## config.mk

```make
export PLATFORM = sky130hd
export DESIGN_NAME = agc_slice
export DESIGN_NICKNAME = d
export VERILOG_FILES = /design/src/rtl/agc_pkg.sv /design/src/rtl/agc_timepulse.sv /design/src/rtl/agc_slice.sv
export SDC_FILE = /design/constraint.sdc
export NUM_CORES = 1
export LEC_CHECK = 0
export ABC_AREA = 1
export ABC_CLOCK_PERIOD_IN_PS = 5500
export CORE_UTILIZATION = 52
export DETAILED_ROUTE_END_ITERATION = 12
export PLACE_DENSITY_LB_ADDON = 0.15
export SKIP_CTS_REPAIR_TIMING = 1
export SLEW_MARGIN = 20
export SYNTH_ARGS = -nofsm -noshare
export SYNTH_HDL_FRONTEND = slang
export SYNTH_HIERARCHICAL = 1
export SYNTH_SLANG_ARGS = --single-unit
export TNS_END_PERCENT = 1
```

## constraint.sdc

```tcl
create_clock -name CLOCK -period 5.5 [get_ports CLOCK]
set_clock_uncertainty 0.1 [all_clocks]
set_input_delay 1.1 -clock CLOCK [delete_from_list [all_inputs] [get_ports CLOCK]]
set_output_delay 1.1 -clock CLOCK [all_outputs]
set_load 0.01 [all_outputs]
```

## src/rtl/agc_pkg.sv

```systemverilog
// Shared constants and decode helpers for the AGC core slice.
`timescale 1ns/1ps
package agc_pkg;

  localparam int unsigned TP_COUNT = 12;
  localparam int unsigned T05_IDX  = 4;
  localparam int unsigned T12_IDX  = 11;
  localparam int unsigned DATA_W   = 16;
  localparam int unsigned ADDR_W   = 6;
  localparam int unsigned XT_W     = 7;
  localparam int unsigned XB_W     = 8;

  localparam logic [ADDR_W-1:0] ADDR_A    = 6'd0;
  localparam logic [ADDR_W-1:0] ADDR_L    = 6'd1;
  localparam logic [ADDR_W-1:0] ADDR_Q    = 6'd2;
  localparam logic [ADDR_W-1:0] ADDR_EB   = 6'd3;
  localparam logic [ADDR_W-1:0] ADDR_FB   = 6'd4;
  localparam logic [ADDR_W-1:0] ADDR_Z    = 6'd5;
  localparam logic [ADDR_W-1:0] ADDR_BB   = 6'd6;
  localparam logic [ADDR_W-1:0] ADDR_ZERO = 6'd7;

  localparam logic [DATA_W-1:0]   RESTART_Z_DEFAULT = 16'o4000;
  localparam logic [TP_COUNT-1:0] TP_T01            = 12'b0000_0000_0001;

  function automatic logic is_onehot(input logic [7:0] v);
    return (v != 8'd0) && ((v & (v - 8'd1)) == 8'd0);
  endfunction

  function automatic logic [2:0] enc8(input logic [7:0] v);
    logic [2:0] idx;
    idx = 3'd0;
    for (int i = 0; i < 8; i++) begin
      if (v[i]) idx = 3'(i);
    end
    return idx;
  endfunction

endpackage

```

## src/rtl/agc_timepulse.sv

```systemverilog
// Timepulse ring with monitor-stop hold, plus GOJAM restart set/clear logic.
`timescale 1ns/1ps
module agc_timepulse
  import agc_pkg::*;
(
  input  logic                clk,
  input  logic                rst,
  input  logic                strt,
  input  logic                mstp,
  output logic [TP_COUNT-1:0] tp,
  output logic                mct_end,
  output logic                gojam
);

  logic [TP_COUNT-1:0] tp_q, tp_d;
  logic                gojam_q, gojam_d;
  logic                flag_q, flag_d;
  logic                wrap, rise;

  assign wrap = tp_q[T12_IDX] & ~mstp;
  assign rise = strt & ~gojam_q;

  always_ff @(posedge clk or posedge rst) begin
    if (rst) begin
      tp_q    <= TP_T01;
      gojam_q <= 1'b1;
      flag_q  <= 1'b0;
    end else begin
      tp_q    <= tp_d;
      gojam_q <= gojam_d;
      flag_q  <= flag_d;
    end
  end

  // flag_q remembers any restart request seen during the current MCT
  always_comb begin
    tp_d    = {tp_q[TP_COUNT-2:0], tp_q[TP_COUNT-1]};
    gojam_d = gojam_q;
    flag_d  = flag_q | strt;
    if (tp_q[T12_IDX] && mstp) tp_d = tp_q;
    if (wrap && !(flag_q || strt)) gojam_d = 1'b0;
    if (strt) gojam_d = 1'b1;
    if (rise) tp_d = TP_T01;
    if (wrap || rise) flag_d = 1'b0;
  end

  always_comb begin
    tp      = tp_q;
    mct_end = tp_q[T12_IDX];
    gojam   = gojam_q;
  end

endmodule

```

## src/rtl/agc_slice.sv

```systemverilog
// AGC core slice top: backplane-named ports, address decode and the eight
// central registers at addresses 0-7; timing and restart live in agc_timepulse.
`timescale 1ns/1ps
module agc_slice
  import agc_pkg::*;
#(
  parameter logic [DATA_W-1:0] RESTART_Z = RESTART_Z_DEFAULT
) (
  input  logic CLOCK,
  input  logic SIM_RST,
  input  logic VCC,
  input  logic GND,
  input  logic STRT1,
  input  logic STRT2,
  input  logic MSTP,
  input  logic WL01_n, input logic WL02_n, input logic WL03_n, input logic WL04_n,
  input  logic WL05_n, input logic WL06_n, input logic WL07_n, input logic WL08_n,
  input  logic WL09_n, input logic WL10_n, input logic WL11_n, input logic WL12_n,
  input  logic WL13_n, input logic WL14_n, input logic WL15_n, input logic WL16_n,
  input  logic WL15,   input logic WL16,
  input  logic XT0_n,  input logic XT1_n,  input logic XT2_n,  input logic XT3_n,
  input  logic XT4_n,  input logic XT5_n,  input logic XT6_n,
  input  logic XB0_n,  input logic XB1_n,  input logic XB2_n,  input logic XB3_n,
  input  logic XB4_n,  input logic XB5_n,  input logic XB6_n,  input logic XB7_n,
  input  logic ALGA, input logic C24A, input logic C25A, input logic C26A,
  input  logic C27A, input logic C30A, input logic C37P, input logic C40P,
  input  logic C41P, input logic C42P, input logic C43P, input logic C44P,
  input  logic CDUSTB_n, input logic CHINC_n, input logic CYL_n, input logic CYR_n,
  input  logic DINC, input logic DINC_n, input logic EAC_n, input logic EDOP_n,
  input  logic EXTPLS, input logic FETCH0, input logic FETCH0_n, input logic FETCH1,
  input  logic GEQZRO_n, input logic GINH, input logic INCSET_n, input logic INHPLS,
  input  logic INKL, input logic INKL_n, input logic INOTLD, input logic L01_n,
  input  logic L02A_n, input logic L15A_n, input logic L15_n, input logic MCDU,
  input  logic MINC, input logic MNHRPT, input logic MONPCH, input logic MONWBK,
  input  logic MON_n, input logic MSTRTP, input logic MTCSAI, input logic OVNHRP,
  input  logic PCDU, input logic PIPPLS_n, input logic RADRG, input logic RADRZ,
  input  logic RCHAT_n, input logic RCHBT_n, input logic RELPLS, input logic RUPTOR_n,
  input  logic S11, input logic S12, input logic SBY, input logic SHANC_n,
  input  logic SHIFT, input logic SHIFT_n, input logic SR_n, input logic STBE,
  input  logic STBF, input logic STFET1_n, input logic STORE1_n, input logic SUMA16_n,
  input  logic SUMB16_n, input logic YB0_n, input logic YT0_n,
  output logic [TP_COUNT-1:0] TP,
  output logic                MCT_END,
  output logic                GOJAM,
  output logic [DATA_W-1:0]   RD_DATA,
  output logic                RD_VALID
);

  logic unused_ok;
  assign unused_ok = ^{VCC, GND, WL15, WL16, ALGA, C24A, C25A, C26A, C27A, C30A,
                       C37P, C40P, C41P, C42P, C43P, C44P, CDUSTB_n, CHINC_n, CYL_n,
                       CYR_n, DINC, DINC_n, EAC_n, EDOP_n, EXTPLS, FETCH0, FETCH0_n,
                       FETCH1, GEQZRO_n, GINH, INCSET_n, INHPLS, INKL, INKL_n, INOTLD,
                       L01_n, L02A_n, L15A_n, L15_n, MCDU, MINC, MNHRPT, MONPCH,
                       MONWBK, MON_n, MSTRTP, MTCSAI, OVNHRP, PCDU, PIPPLS_n, RADRG,
                       RADRZ, RCHAT_n, RCHBT_n, RELPLS, RUPTOR_n, S11, S12, SBY,
                       SHANC_n, SHIFT, SHIFT_n, SR_n, STBE, STBF, STFET1_n, STORE1_n,
                       SUMA16_n, SUMB16_n, YB0_n, YT0_n};

  logic [TP_COUNT-1:0] tp;
  logic                gojam;

  agc_timepulse u_tp (
    .clk     (CLOCK),
    .rst     (SIM_RST),
    .strt    (STRT1 | STRT2),
    .mstp    (MSTP),
    .tp      (tp),
    .mct_end (MCT_END),
    .gojam   (gojam)
  );

  assign TP    = tp;
  assign GOJAM = gojam;

  logic [XT_W-1:0]   xt;
  logic [XB_W-1:0]   xb;
  logic [DATA_W-1:0] wdata;
  logic              legal, we;
  logic [ADDR_W-1:0] addr;

  assign xt    = ~{XT6_n, XT5_n, XT4_n, XT3_n, XT2_n, XT1_n, XT0_n};
  assign xb    = ~{XB7_n, XB6_n, XB5_n, XB4_n, XB3_n, XB2_n, XB1_n, XB0_n};
  assign wdata = ~{WL16_n, WL15_n, WL14_n, WL13_n, WL12_n, WL11_n, WL10_n, WL09_n,
                   WL08_n, WL07_n, WL06_n, WL05_n, WL04_n, WL03_n, WL02_n, WL01_n};

  always_comb begin
    legal    = is_onehot({1'b0, xt}) && is_onehot(xb);
    addr     = {enc8({1'b0, xt}), enc8(xb)};
    RD_VALID = legal && (addr <= ADDR_ZERO);
    we       = tp[T05_IDX] && !gojam && legal && (addr <= ADDR_BB);
  end

  // EB and FB hold only their bank fields; BB is a view of both
  logic [DATA_W-1:0] a_q, a_d, l_q, l_d, q_q, q_d, z_q, z_d;
  logic [2:0]        eb_q, eb_d;
  logic [4:0]        fb_q, fb_d;

  always_ff @(posedge CLOCK or posedge SIM_RST) begin
    if (SIM_RST) begin
      a_q  <= '0;
      l_q  <= '0;
      q_q  <= '0;
      z_q  <= RESTART_Z;
      eb_q <= '0;
      fb_q <= '0;
    end else begin
      a_q  <= a_d;
      l_q  <= l_d;
      q_q  <= q_d;
      z_q  <= z_d;
      eb_q <= eb_d;
      fb_q <= fb_d;
    end
  end

  always_comb begin
    a_d  = a_q;
    l_d  = l_q;
    q_d  = q_q;
    z_d  = z_q;
    eb_d = eb_q;
    fb_d = fb_q;
    if (we) begin
      case (addr)
        ADDR_A:  a_d = wdata;
        ADDR_L:  l_d = wdata;
        ADDR_Q:  q_d = wdata;
        ADDR_EB: eb_d = wdata[10:8];
        ADDR_FB: fb_d = wdata[14:10];
        ADDR_Z:  z_d = wdata;
        ADDR_BB: begin
          eb_d = wdata[2:0];
          fb_d = wdata[14:10];
        end
        default: ;
      endcase
    end
    if (gojam) z_d = RESTART_Z;
  end

  always_comb begin
    RD_DATA = '0;
    if (RD_VALID) begin
      case (addr)
        ADDR_A:  RD_DATA = a_q;
        ADDR_L:  RD_DATA = l_q;
        ADDR_Q:  RD_DATA = q_q;
        ADDR_EB: RD_DATA = {5'b0, eb_q, 8'b0};
        ADDR_FB: RD_DATA = {1'b0, fb_q, 10'b0};
        ADDR_Z:  RD_DATA = z_q;
        ADDR_BB: RD_DATA = {1'b0, fb_q, 7'b0, eb_q};
        default: RD_DATA = '0;
      endcase
    end
  end

endmodule

```

==> impl_metrics.tcl <==
set metrics [dict create \
    antenna_found_initial 0 \
    status "complete, but fails checks" \
    tns_ns 0 \
    via_per_inst 5.243 \
    ys_seq_elements 86 \
    nets 825 \
    path_common_cell "nand2_2" \
    min_period_ns 5.031 \
    drtIter0Drc 321 \
    slowest_stage "clkdlybuf4s50_1" \
    diodes 0 \
    drc_errors 2 \
    async_flop_share 1.000 \
    pwr-share-seq 0.529 \
    regArea_sq_mm 0.002156 \
    drive_gt1_frac 0.09267 \
    slew_headroom 0.3575 \
    fillers 795 \
    switching_share 0.2514 \
    multi_input_area_sq_mm 0.002181 \
    p_per_area_mw_per_mm2 214.7 \
    r2r-start "u_tp/gojam$_DFFE_PP1P_" \
    cp-end-kind "output pin" \
    yosys.area_share.simple 0.4407 \
    dp_hpwl_microns 7402 \
    dr.pass1.iters 9 \
    track_usage 0.2535 \
    io_pins 138 \
    crit_path_start_kind "input pin" \
    globalplace.congestion 0.8230 \
    slew_violations 0 \
    final_area_sq_mm 0.005627 \
    grt_pass1_vias 4218 \
    tightest_slew_ns 0.9623 \
    final-setup-viol-count 0 \
    cts_tree "yes" \
    synthesis.nets 770 \
    synth_xor_area_frac 0 \
    vias 4357 \
    r2r_end "fb_q[4]$_DFFE_PP0P_" \
    peakVddDrop_mv 0.1165 \
    core-area_sq_mm 0.008806 \
    reg2regPathDepth 7 \
    overflow 0 \
    crit_fanout 16 \
    hp-class "flip-flop to flip-flop" \
    area_delta_synth_final_pct 17.69 \
    antenna_left 0 \
    p_int_w 0.0009044 \
    start_util 0.5429 \
    combPwrFrac 0.075 \
    max_freq_mhz 198.8 \
    period_share 0.9147 \
    arrival_ns 3.83 \
    violations "DRC" \
    cts_sinks 86 \
    hold_depth 2 \
    whs_endpoint "q_q[14]$_DFFE_PP0P_" \
    crit_chain "clkdlybuf4s50_1 > nand3_1 > nor2_2 > nand3_2 > nor2_2 > nand2_2 > clkinv_1 > nand2_2 > o21ai_2 > nand2_2 > a21oi_1 > clkdlybuf4s50_1" \
    cts_buffers 9 \
    syn_inst 663 \
    synth_edf_count 0 \
    portBuffers 66 \
    netlist_area_sq_mm 0.004781 \
    synthMuxAreaShare 0 \
    yosys_warnings 6 \
    cts-root-buf "clkbuf_8" \
    ys_types 27 \
    clkPwrFrac 0.396 \
    clock_path_buffers 2 \
    dieArea_sq_mm 0.009581 \
    rrSetupSlack_ns 2.88 \
    fp.dieH_microns 97.89 \
    rows 34 \
    required_ns 4.30 \
    synth_top_family_by_area "simple AND/OR/NAND/NOR gates" \
    placed_area_sq_mm 0.005414 \
    p_leak_nw 2.983 \
    synthTopCellsByArea "dfrtp_1 (43%), nand2_1 (20%), nand3_1 (15%)" \
    finalHoldViolations 0 \
    rsz0062_at_grt "no" \
    wire_per_inst_microns 13.60 \
    power.switching_w 0.0003038 \
    die_x_microns 97.89 \
    grt_pass1_wl_microns 19410 \
    synth_fa_ha_area_frac 0 \
    synth_top_area_frac 0.4344 \
    path_class "input pin to output pin" \
    synth.largest_area_cell "dfrtp_1" \
    wirelength_microns 11300 \
    postSynthAreaPerCell_sq_um 7.211 \
    ys_seq_area_frac 0.4509 \
    path_clk_slew_ns 0.09 \
    yosysMostFrequentCell "nand2_1" \
    critPathMaxStageDelay_ns 0.58 \
    grt_max_degree 47 \
    synth_compound_area_frac 0.01544 \
    synth_common_cells "nand2_1 (251), nand3_1 (148), dfrtp_1 (83)" \
    holdCritStartpoint "q_q[14]$_DFFE_PP0P_" \
    cts.htree.levels 3 \
    cap_violations 0 \
    synthFlopType "dfrtp_1" \
    clkLatencyLatePin_ns 0.35 \
]
## cell families (layout without fill, tap and decap cells)
| logic type | count (synthesis) | count (layout) |
|---|---|---|
| AOI/OAI and AO/OA | 13 | 13 |
| buffers and inverters | 89 | 149 |
| DFF | 86 | 86 |
| and+or+nand+nor | 475 | 475 |
## metrics by stage
| step | cells | total power, W | setup WS (ns) | hold slack [ns] | util |
|---|---|---|---|---|---|
| after detailed placement | 815 | 0.0007425 | 0.4708 | 0.3585 | 0.6148 |
| after global placement | 815 | 0.0007409 | 0.5089 | 0.3536 | 0.6148 |
| after global routing | 831 | 0.001254 | 0.2310 | 0.4042 | 0.6390 |
| after floorplan | 663 | 0.0006941 | 1.920 | 0.3419 | - |
| after CTS | 831 | 0.001217 | 0.4634 | 0.3825 | 0.6390 |
| final | 831 | 0.001208 | 0.4694 | 0.3781 | 0.6390 |
## final cells by class
class                   count  area share
multi-input cells         488      0.3876
flip-flops and latches     86      0.3831
repair buffers             74      0.1281
inverters                  59     0.03936
clock buffers              10     0.02446
well taps                 108     0.02402
clock inverters             6     0.01334
## cell usage in the layout, fill, tap and decap left out, drive strengths merged
cell type      count
buf                8
a21oi              9
nor2              59
clkinvlp           1
clkbuf            10
bufinv             1
nand3            151
clkdlybuf4s50     66
clkinv             5
dfrtp             83
o21ai              2
nor3               1
or2                1
dfstp              3
o21a               1
a21boi             1
inv               58
nand2            262
nand4              1
## worst max path at each step
stage,slack [ns],cells after the start,from,endpoint
detailed placement,0.47,12,XT4_n,RD_DATA[10]
global route,0.23,12,XT4_n,RD_DATA[2]
floorplan,1.92,12,XB5_n,RD_DATA[2]
CTS,0.46,12,XT4_n,RD_DATA[10]
finish,0.47,12,XT4_n,RD_DATA[8]
global placement,0.51,12,XT4_n,RD_DATA[8]
## power by group through the flow
stage | combinational [W] | clock [W] | sequential [W]
2_1_floorplan | 0.0000417 | 0 | 0.000652
4_1_cts | 0.0000917 | 0.000486 | 0.000639
6_report | 0.0000906 | 0.000479 | 0.000639
3_5_place_dp | 0.0000914 | 0 | 0.000651
5_1_grt | 0.000101 | 0.000513 | 0.000639
3_3_place_gp | 0.0000898 | 0 | 0.000651
## critical path, delay by kind of cell
kind                   cells  cell delay (ns)
AOI/OAI and AO/OA          2             0.33
buffers and inverters      3             1.23
and+or+nand+nor            7             1.16
## flip-flops by register name, indices dropped and copies added (netlist names)
register     flops
l_q             16
a_q             16
u_tp/tp         12
eb_q             3
u_tp/flag_q      1
q_q             16
u_tp/gojam       1
z_q             16
fb_q             5
## routing by layer
| layer | global-route usage | up-vias | part of all wire |
|---|---|---|---|
| met1 | 0.3379 | 2032 | 0.46 |
| li1 | - | 2195 | - |
| met2 | 0.4258 | 120 | 0.48 |
| met5 | 0 | - | 0 |
| met4 | 0.08625 | 0 | 0.010 |
| met3 | 0.03579 | 10 | 0.053 |
(Power assumes the default switching activity.)
